[src/rtl/peripheral_mpram_master.sv]
// ---------------------------------------------------------------------------
// peripheral_mpram_master
//
// Initiator side of the MPRAM RAM port. Turns a valid/ready request stream
// into registered ram_cen/ram_wen/ram_addr/ram_din cycles, and returns read
// data on a valid/ready response stream. Only one read may be outstanding.
// Writes can issue once per cycle.
//
// Optional feature (compile-time macro MPRAM_INIT_CLEAR_EN):
//   When MPRAM_INIT_CLEAR_EN is defined, the block zero-fills RAM words
//   0..CLR_LAST after each reset release, one word per cycle.
//   While this clear sequence runs, busy=1 and req_ready=0.
//   When the macro is undefined, the block resets straight into IDLE and
//   busy is tied low.
//
// Parameters
//   AW        RAM word address width
//   DW        RAM data width (two byte lanes of DW/2 bits)
//   MEM_SIZE  memory size in bytes (bounds the clear range)
//
// Ports
//   ram_clk    clock; all logic uses the rising edge
//   ram_rst    asynchronous, active-high reset
//   req_valid  request valid
//   req_ready  request accepted when req_valid & req_ready
//   req_we     1 = write, 0 = read
//   req_be     byte enables, active-high ([1] = upper byte)
//   req_addr   word address
//   req_wdata  write data
//   rsp_valid  read data valid
//   rsp_ready  response consumed when rsp_valid & rsp_ready
//   rsp_rdata  read data
//   busy       clear sequence in progress
//   ram_addr   RAM address (registered)
//   ram_din    RAM write data (registered)
//   ram_cen    RAM chip enable, active-low (registered)
//   ram_wen    RAM byte write enables, active-low (registered)
//   ram_dout   RAM read data, valid one cycle after the access edge
// ---------------------------------------------------------------------------
module peripheral_mpram_master #(
  parameter int AW       = 6,
  parameter int DW       = 16,
  parameter int MEM_SIZE = 256
) (
  input  logic          ram_clk,
  input  logic          ram_rst,
  input  logic          req_valid,
  output logic          req_ready,
  input  logic          req_we,
  input  logic [1:0]    req_be,
  input  logic [AW-1:0] req_addr,
  input  logic [DW-1:0] req_wdata,
  output logic          rsp_valid,
  input  logic          rsp_ready,
  output logic [DW-1:0] rsp_rdata,
  output logic          busy,
  output logic [AW-1:0] ram_addr,
  output logic [DW-1:0] ram_din,
  output logic          ram_cen,
  output logic [1:0]    ram_wen,
  input  logic [DW-1:0] ram_dout
);

  typedef enum logic [1:0] {
    ST_CLEAR    = 2'd0,
    ST_IDLE     = 2'd1,
    ST_RD_WAIT  = 2'd2,
    ST_RSP_HOLD = 2'd3
  } state_t;

  state_t        state_reg;
  logic          ram_cen_reg;
  logic [1:0]    ram_wen_reg;
  logic [AW-1:0] ram_addr_reg;
  logic [DW-1:0] ram_din_reg;
  logic          rsp_valid_reg;
  logic [DW-1:0] rsp_rdata_reg;

`ifdef MPRAM_INIT_CLEAR_EN
  // The clear range is capped by both the byte size and the address space.
  localparam int CLR_WORDS = ((MEM_SIZE / 2) < (1 << AW)) ? (MEM_SIZE / 2) : (1 << AW);
  localparam logic [AW-1:0] CLR_LAST = AW'(CLR_WORDS - 1);

  logic [AW-1:0] clr_cnt_reg;
  logic          busy_reg;

  assign busy = busy_reg;
`else
  assign busy = 1'b0;
`endif

  assign req_ready = (state_reg == ST_IDLE);
  assign rsp_valid = rsp_valid_reg;
  assign rsp_rdata = rsp_rdata_reg;
  assign ram_cen   = ram_cen_reg;
  assign ram_wen   = ram_wen_reg;
  assign ram_addr  = ram_addr_reg;
  assign ram_din   = ram_din_reg;

  always_ff @(posedge ram_clk or posedge ram_rst) begin
    if (ram_rst) begin
`ifdef MPRAM_INIT_CLEAR_EN
      state_reg   <= ST_CLEAR;
      clr_cnt_reg <= '0;
      busy_reg    <= 1'b1;
`else
      state_reg   <= ST_IDLE;
`endif
      ram_cen_reg   <= 1'b1;
      ram_wen_reg   <= 2'b11;
      ram_addr_reg  <= '0;
      ram_din_reg   <= '0;
      rsp_valid_reg <= 1'b0;
      rsp_rdata_reg <= '0;
    end else begin
      // Default: no access this cycle. The address and data registers hold.
      ram_cen_reg <= 1'b1;
      ram_wen_reg <= 2'b11;

      case (state_reg)
        ST_CLEAR: begin
`ifdef MPRAM_INIT_CLEAR_EN
          ram_cen_reg  <= 1'b0;
          ram_wen_reg  <= 2'b00;
          ram_din_reg  <= '0;
          ram_addr_reg <= clr_cnt_reg;
          clr_cnt_reg  <= clr_cnt_reg + 1'b1;
          if (clr_cnt_reg == CLR_LAST) begin
            state_reg <= ST_IDLE;
            busy_reg  <= 1'b0;
          end
`else
          state_reg <= ST_IDLE;
`endif
        end

        ST_IDLE: begin
          if (req_valid) begin
            if (req_we) begin
              // A write with no byte lanes enabled completes the handshake
              // without touching the RAM.
              if (|req_be) begin
                ram_cen_reg  <= 1'b0;
                ram_wen_reg  <= ~req_be;
                ram_addr_reg <= req_addr;
                ram_din_reg  <= req_wdata;
              end
            end else begin
              ram_cen_reg  <= 1'b0;
              ram_addr_reg <= req_addr;
              state_reg    <= ST_RD_WAIT;
            end
          end
        end

        ST_RD_WAIT: begin
          // In the first RD_WAIT cycle the read strobe is still on the bus.
          // Once it has dropped, the RAM has presented data on ram_dout.
          if (ram_cen_reg) begin
            rsp_rdata_reg <= ram_dout;
            rsp_valid_reg <= 1'b1;
            state_reg     <= ST_RSP_HOLD;
          end
        end

        ST_RSP_HOLD: begin
          if (rsp_ready) begin
            rsp_valid_reg <= 1'b0;
            state_reg     <= ST_IDLE;
          end
        end

        default: state_reg <= ST_IDLE;
      endcase
    end
  end

endmodule
[config.mk]
export PLATFORM = sky130hd
export DESIGN_NAME = peripheral_mpram_master
export DESIGN_NICKNAME = d
export VERILOG_FILES = /design/src/rtl/peripheral_mpram_master.sv
export SDC_FILE = /design/constraint.sdc
export NUM_CORES = 1
export LEC_CHECK = 0
export ABC_AREA = 1
export CAP_MARGIN = 20
export CELL_PAD_IN_SITES_DETAIL_PLACEMENT = 0
export CELL_PAD_IN_SITES_GLOBAL_PLACEMENT = 1
export CORE_MARGIN = 2
export CORE_UTILIZATION = 31
export CTS_CLUSTER_DIAMETER = 40
export DETAILED_ROUTE_END_ITERATION = 7
export PLACE_DENSITY = 0.81
export RECOVER_POWER = 25
export SLEW_MARGIN = 20
export SYNTH_ARGS = -nofsm -noshare
export SYNTH_HDL_FRONTEND = slang
export SYNTH_SLANG_ARGS = --single-unit
[constraint.sdc]
create_clock -name ram_clk -period 3.68 [get_ports ram_clk]
set_clock_uncertainty 0.2 [all_clocks]
set_input_delay 0.736 -clock ram_clk [delete_from_list [all_inputs] [get_ports ram_clk]]
set_output_delay 0.736 -clock ram_clk [all_outputs]
set_load 0.05 [all_outputs]
# Yosys cells after proc, flatten, opt, wreduce, memory -nomap -nowiden
# Index checks and enable logic that the tools add are counted.
# op_classes
eq_ne	8
n_mux	18
n_bitwise	1
reduce_logical	8
# ops
cell	count
$mux W2	8
$mux W6	2
$ne A2 B2 Y1 const B	4
$pmux W2 S4	1
$reduce_and A4 Y1	2
$mux W1	6
$reduce_and A3 Y1	2
$eq A2 B2 Y1 const B	2
$eq A2 B1 Y1 const B	1
$logic_not A2 Y1	1
$ne A2 B1 Y1 const B	1
$not A2 Y2	1
$pmux W1 S2	1
$reduce_and A2 Y1	1
$reduce_bool A2 Y1	1
$reduce_or A2 Y1	1
# word_totals
regBits	44
input_bits	45
out_inout_bits	44
elab_cells	42

# Depth between registers and ports, before layout
# Gate-level depths: netlist of the first run.
# logic_depth
word_depth	5
mapped_depth	9
depth_no_buf	8

# Least setup slack after synthesis of the first run
# Ideal clock, no wire load.
# synth_path
kind	reg2reg
startpoint	register state_reg[0]
endpoint	register ram_din_reg[0] (netlist: ram_din[0])
setup_time_ns	0.119
t_arrival_ns	1.719
required_ns	3.361
setup_slack_ns	1.642
path_stages_with_launch	8
n_path_buf	1
period_less_slack_ns	2.038
cell_sequence	dfstp_2 > ha_1 > nand2_2 > nor2_8 > nand2_4 > buf_6 > nand2_1 > nand2_1
# synth_between
elab_chain_cells	2
# synth_rtl
element	line	text
from (decl)	71	state_t state_reg;
from (signal assigned)	107	state_reg <= ST_IDLE;
from (signal assigned)	133	state_reg <= ST_IDLE;
from (signal assigned)	151	state_reg <= ST_RD_WAIT;
$eq A2 B1 Y1	--	
net req_ready	48	output logic req_ready,
$reduce_and A4 Y1 (no line)	--	
to (signal assigned)	146	ram_din_reg <= req_wdata;
to (decl)	75	logic [DW-1:0] ram_din_reg;
# The timed path passes the listed nets, and every way through them passes these cells.
# A chain may end at the register's enable or synchronous reset.

# Worst setup path in the final report of the first run
# layout_path
startpoint	input req_we
endpoint	register ram_din_reg[2] (netlist: ram_din[2])
# layout_between
elab_chain_cells	1
# layout_rtl
element	line	text
from (decl)	49	input logic req_we,
$reduce_and A4 Y1 (no line)	--	
# No other way between the ends.

==> flow_summary.toml, run 1 <==
[floorplan]
die_w_um = 81.37
io_pins = 89
core_um2 = 5851
rows = 28
die_area_um2 = 6620
start_util_pct = 31.72
die_height_um = 81.37

[drt]
met2_length_mm = 2.009
first_pass_iters = 4
wl_met3_um = 437
drc = 0
dr.first_iter.drc_count = 112
highest_layer = "met4"
postRouteAntennaNets = 0
vias = 1621
wirelength_mm = 4.557
drt-vias-per-instance = 4.393
routedLengthMet1_mm = 2.049
wl_per_cell_um = 12.35

[synthesis]
synthDistinctLibCells = 16
ys_seq_area_share_pct = 59.61
syn_area_um2 = 1856
synth-seq-cells = 44
netlist_instances = 208
synth_flop_cell = "dfrtp_1"
synthesis.nets = 256
async_reset_ff_share_pct = 100.0
synth_edf_count = 0
synth.avg_cell_area_um2 = 8.921
ys.warnings.count = 0

[placed_design]
placed_cell_area_um2 = 2761
place_congestion = 0.7818
io_buffers = 87
dpl.cell_count = 361
pre_cts_ws_ns = 1.149
hpwl_mm = 3.199

[setup_path]
cp-start-kind = "input port"
cp.required_ns = 3.67
end_kind = "flip-flop"
crit_type = "in2reg"
crit_fanout = 19
arrival_ns = 2.90

[clock_tree]
clockRootBuffer = "clkbuf_8"
cts_setup_buffers = 0
cts_max_level = 2
cts_buffers = 5
cts_resized = 0
postCtsHoldBufs = 0
insertion_delay_ns = 0.29
cts_buffer_depth = 2
cts.sinks = 44
clk_pin_slew_ns = 0.08
cts_tree = "done"

[sta]
worst_pin_slew_ns = 1.661
fin_tns_setup_ns = 0
min_period_over_period_pct = 79.08
period_needed_ns = 2.910
rsz0062_at_grt = "false"
fmax_mhz = 343.6
finalSetupViolCount = 0
finalHoldViolations = 0
timing.hold.ws_ns = 0.2722
slew_viol_final = 45
worst_slack_ns = 0.7699
maxSlewHeadroom_pct = -10.87

[power]
pwr-share-clk_pct = 16.8
peakVddDrop_v = 0.0004615
finalPower_mw = 2.994
power.density_nw_per_um2 = 1032
leakage_nw = 1.421
comb_power_share_pct = 55.0
sw_frac_of_total_pct = 47.20
power.internal_mw = 1.581
seq_power_share_pct = 28.2
power.switching_mw = 1.413

[run_status]
violations = "max-capacitance violations, max-slew violations"
outcome = "finished with violations"

[global_routing]
antenna_found_initial = 0
grt_overflow = 0
grt_pass1_vias = 1569
grt_pass1_wl_mm = 7.245
grt_max_degree = 45
grt_usage_pct = 14.39

[flow_run]
maxCapViolCount = 1

[final_layout]
fin_cells = 369
fin_util_pct = 49.59
drive_gt1_share_pct = 4.762
nets = 341
n_fill_cell = 571
multiInputGateArea_um2 = 626.9
design_area_um2 = 2902
syn_to_final_growth_pct = 56.37
antenna_cells = 0
ff_latch_area_um2 = 1106

[hold_path]
hold_class = "reg2reg"
[cell usage in the layout (no fill, tap or decap), drive strengths merged]
cell type      Yosys  layout
nand2             95      95
clkdlybuf4s50      0      85
nand3             41      41
dfrtp             40      40
inv               12      12
clkbuf             0       5
dfstp              4       4
ha                 3       3
bufinv             0       3
nor2               2       2
dlygate4sd3        0       2
or2                1       1
conb               1       1
[routing by layer]
layer / vias up / GRT usage, %
met5: - / 0
met4: 0 / 5.254
met3: 6 / 5.222
met2: 64 / 22.21
met1: 730 / 18.50
li1: 821 / -
[final timing paths]
check                                         startpoint                  endpoint  slack, ns  depth (start not counted)
worst min-delay path            rsp_rdata[7]$_DFFE_PP0P_  rsp_rdata[7]$_DFFE_PP0P_       0.27                          2
worst max-delay path                              req_we    ram_din[2]$_DFFE_PP0P_       0.77                          6
max in group asynchronous                        ram_rst   ram_addr[5]$_DFFE_PP0P_       1.11                          2
worst max register to register  state_reg[0]$_DFFE_PP1P_    ram_din[2]$_DFFE_PP0P_       0.98                          6
min in group asynchronous                        ram_rst  rsp_rdata[1]$_DFFE_PP0P_       1.20                          2
worst min register to register  rsp_rdata[7]$_DFFE_PP0P_  rsp_rdata[7]$_DFFE_PP0P_       0.27                          2
[synth_stat cells (2+ instances only)]
master | n | area [um^2]
buf_4 | 3 | 22.52
inv_1 | 11 | 41.29
buf_2 | 5 | 25.02
ha_1 | 3 | 37.54
nand2_1 | 92 | 345.3
dfstp_2 | 4 | 105.1
nand2_2 | 2 | 12.51
dfrtp_1 | 40 | 1001
nand3_1 | 41 | 205.2
[critical path: stages]
cell and delay, ns:
dlygate4sd3_1 0.57, inv_1 0.07, nor2_1 0.99, nand2_4 0.31, nand2_1 0.15, nand2_1 0.06
[power groups by stage]
stage          registers (mW)  logic (mW)  clock network [mW]
6_report                0.845        1.65               0.503
5_1_grt                 0.875        1.77               0.540
4_1_cts                 0.849        1.67               0.519
3_5_place_dp            0.854        1.67                   0
3_3_place_gp            0.851        1.66                   0
2_1_floorplan            1.56       0.398                   0
[cell families (layout without fill, tap and decap cells)]
kind of cell,Yosys count,in the layout,share of synthesized area (%)
fa+ha+maj,3,3,2.023
buf+inv,21,107,5.596
flops,44,44,59.61
other cells,1,1,0.2021
simple gates,139,139,32.57
[cell type report]
cell class	instances	area share [%]
Sequential cell	44	38.12
Timing Repair Buffer	87	30.01
Multi-Input combinational cell	143	21.60
Tap cell	75	3.234
Clock inverter	3	3.105
Clock buffer	5	2.372
Inverter	12	1.552
Power figures use the tool's default switching activity.
==> inputs of run 2 (changes only) <==
--- a/config.mk
+++ b/config.mk
@@ -10,10 +10,10 @@
 export CELL_PAD_IN_SITES_DETAIL_PLACEMENT = 0
 export CELL_PAD_IN_SITES_GLOBAL_PLACEMENT = 1
 export CORE_MARGIN = 2
-export CORE_UTILIZATION = 31
+export CORE_UTILIZATION = 29
 export CTS_CLUSTER_DIAMETER = 40
 export DETAILED_ROUTE_END_ITERATION = 7
-export PLACE_DENSITY = 0.81
+export PLACE_DENSITY = 0.76
 export RECOVER_POWER = 25
 export SLEW_MARGIN = 20
 export SYNTH_ARGS = -nofsm -noshare
==> constraint.sdc (replaced) <==
create_clock -name ram_clk -period 2.91 [get_ports ram_clk]
set_clock_uncertainty 0.2 [all_clocks]
set_input_delay 0.582 -clock ram_clk [delete_from_list [all_inputs] [get_ports ram_clk]]
set_output_delay 0.582 -clock ram_clk [all_outputs]
set_load 0.05 [all_outputs]
==> run 2 against run 1 <==
The run now ends clean. Critical path depth fell by 4. Wire length rose by 2.7%. Non-clock buffer count rose by 3. Sequential cell count did not move. Register-to-register slack improved by 0.10 ns. Sequential share of layout area rose by 0.33 points. Critical path type is now reg2out. Critical endpoint is now req_ready. Largest power group unchanged. Highest routed layer unchanged.
==> flow_summary.toml, run 2 (synthesis gave the netlist of run 1 again) <==
[run_status]
outcome = "completed"

[drt]
drt-vias-per-instance = 4.350
vias = 1627
wirelength_mm = 4.678
postRouteAntennaNets = 0
drc = 0
dr.first_iter.drc_count = 66
first_pass_iters = 4
wl_per_cell_um = 12.51

[final_layout]
drive_gt1_share_pct = 6.734
multiInputGateArea_um2 = 645.6
ff_latch_area_um2 = 1106
syn_to_final_growth_pct = 55.02
final_cell_mix = "nand2_1, clkdlybuf4s50_1, nand3_1"
fin_cells = 374
n_fill_cell = 638
fin_util_pct = 45.82
antenna_cells = 0
layout_commonest_cell = "nand2_1"
nets = 344

[sta]
min_period_over_period_pct = 92.56
worst_pin_slew_ns = 0.8467
rsz0062_at_grt = "false"
slew_viol_final = 0
fin_tns_setup_ns = 0
fmax_mhz = 371.3
maxSlewHeadroom_pct = 43.49
finalSetupViolCount = 0
period_needed_ns = 2.694
worst_slack_ns = 0.2165
finalHoldViolations = 0

[clock_tree]
postCtsHoldBufs = 0
clockRootBuffer = "clkbuf_8"
clk_pin_slew_ns = 0.08
insertion_delay_ns = 0.29
cts_setup_buffers = 0
cts_buffer_depth = 2
cts_resized = 0
cts.sinks = 44
cts_tree = "done"
cts_buffers = 5
cts_max_level = 2

[floorplan]
core_um2 = 6277
io_pins = 89
die_area_um2 = 7054
die_height_um = 83.99
rows = 29
start_util_pct = 29.56
die_w_um = 83.99

[global_routing]
grt_pass1_vias = 1604
grt_overflow = 0
grt_pass1_wl_mm = 7.824
antenna_found_initial = 0
grt_usage_pct = 13.92
grt_max_degree = 24

[flow_run]
maxCapViolCount = 0

[setup_path]
cp_slowest_stage_delay_ns = 0.83
arrival_ns = 1.91
crit_type = "reg2out"
worst-path-buf-inv = 1
crit_fanout = 4
end_kind = "output port"
cp.required_ns = 2.13
crit_family = "buffers and inverters"
cp_slowest_cell = "clkdlybuf4s50_1"
worstPathCellList = "ha_1, clkdlybuf4s50_1"
cp-start-kind = "flip-flop"

[placed_design]
place_congestion = 0.7322
hpwl_mm = 3.322
pre_cts_ws_ns = 0.5210
io_buffers = 87
dpl.cell_count = 366

[power]
peakVddDrop_v = 0.0005228
power.density_nw_per_um2 = 1242
leakage_nw = 1.422
finalPower_mw = 3.573

[hold_path]
hold_class = "reg2reg"
## run 2: worst paths after layout
check,startpoint,to,slack (ns),depth (start not counted)
worst max-delay path,state_reg[0]$_DFFE_PP1P_,req_ready,0.22,2
worst min-delay path,ram_din[5]$_DFFE_PP0P_,ram_din[5]$_DFFE_PP0P_,0.27,2
worst max register to register,state_reg[0]$_DFFE_PP1P_,ram_din[8]$_DFFE_PP0P_,1.08,6
worst min register to register,ram_din[5]$_DFFE_PP0P_,ram_din[5]$_DFFE_PP0P_,0.27,2
max in group asynchronous,ram_rst,rsp_rdata[3]$_DFFE_PP0P_,0.72,3
min in group asynchronous,ram_rst,rsp_rdata[2]$_DFFE_PP0P_,0.70,2
## run 2: power breakdown
group / switching (mW) / internal [mW] / total [mW] / leakage (nW)
clock: 0.207 / 0.190 / 0.396 / 0.0510
sequential: 0.151 / 0.901 / 1.05 / 0.538
combinational: 1.44 / 0.684 / 2.12 / 0.834
total: 1.80 / 1.77 / 3.57 / 1.42
## run 2: area by class of cell
class / instances / share of cell area (%)
multi-input cells: 143 / 22.44
flip-flops and latches: 44 / 38.45
inverters: 12 / 1.566
well taps: 77 / 3.349
repair buffers: 90 / 30.97
clock inverters: 2 / 0.3480
clock buffers: 6 / 2.871
## run 2: worst min-delay path, stage by stage, from the launching register on
cell and delay, ns:
dfrtp_1 0.35, nand2_1 0.05, nand2_1 0.04
## run 2: stage by stage
stage	hold slack (ns)	cell area, um^2
floorplan	0.2624	1856
global placement	0.2538	2799
detailed placement	0.2589	2799
CTS	0.2794	2892
global route	0.2953	2877
finish	0.2743	2877
## run 2: layer usage
layer / vias up / GRT usage [%] / wire length [um]
met3: 2 / 5.836 / 351
met4: 0 / 3.519 / 25
met1: 746 / 18.11 / 2210
met2: 61 / 21.53 / 2091
li1: 818 / - / -
met5: - / 0 / 0
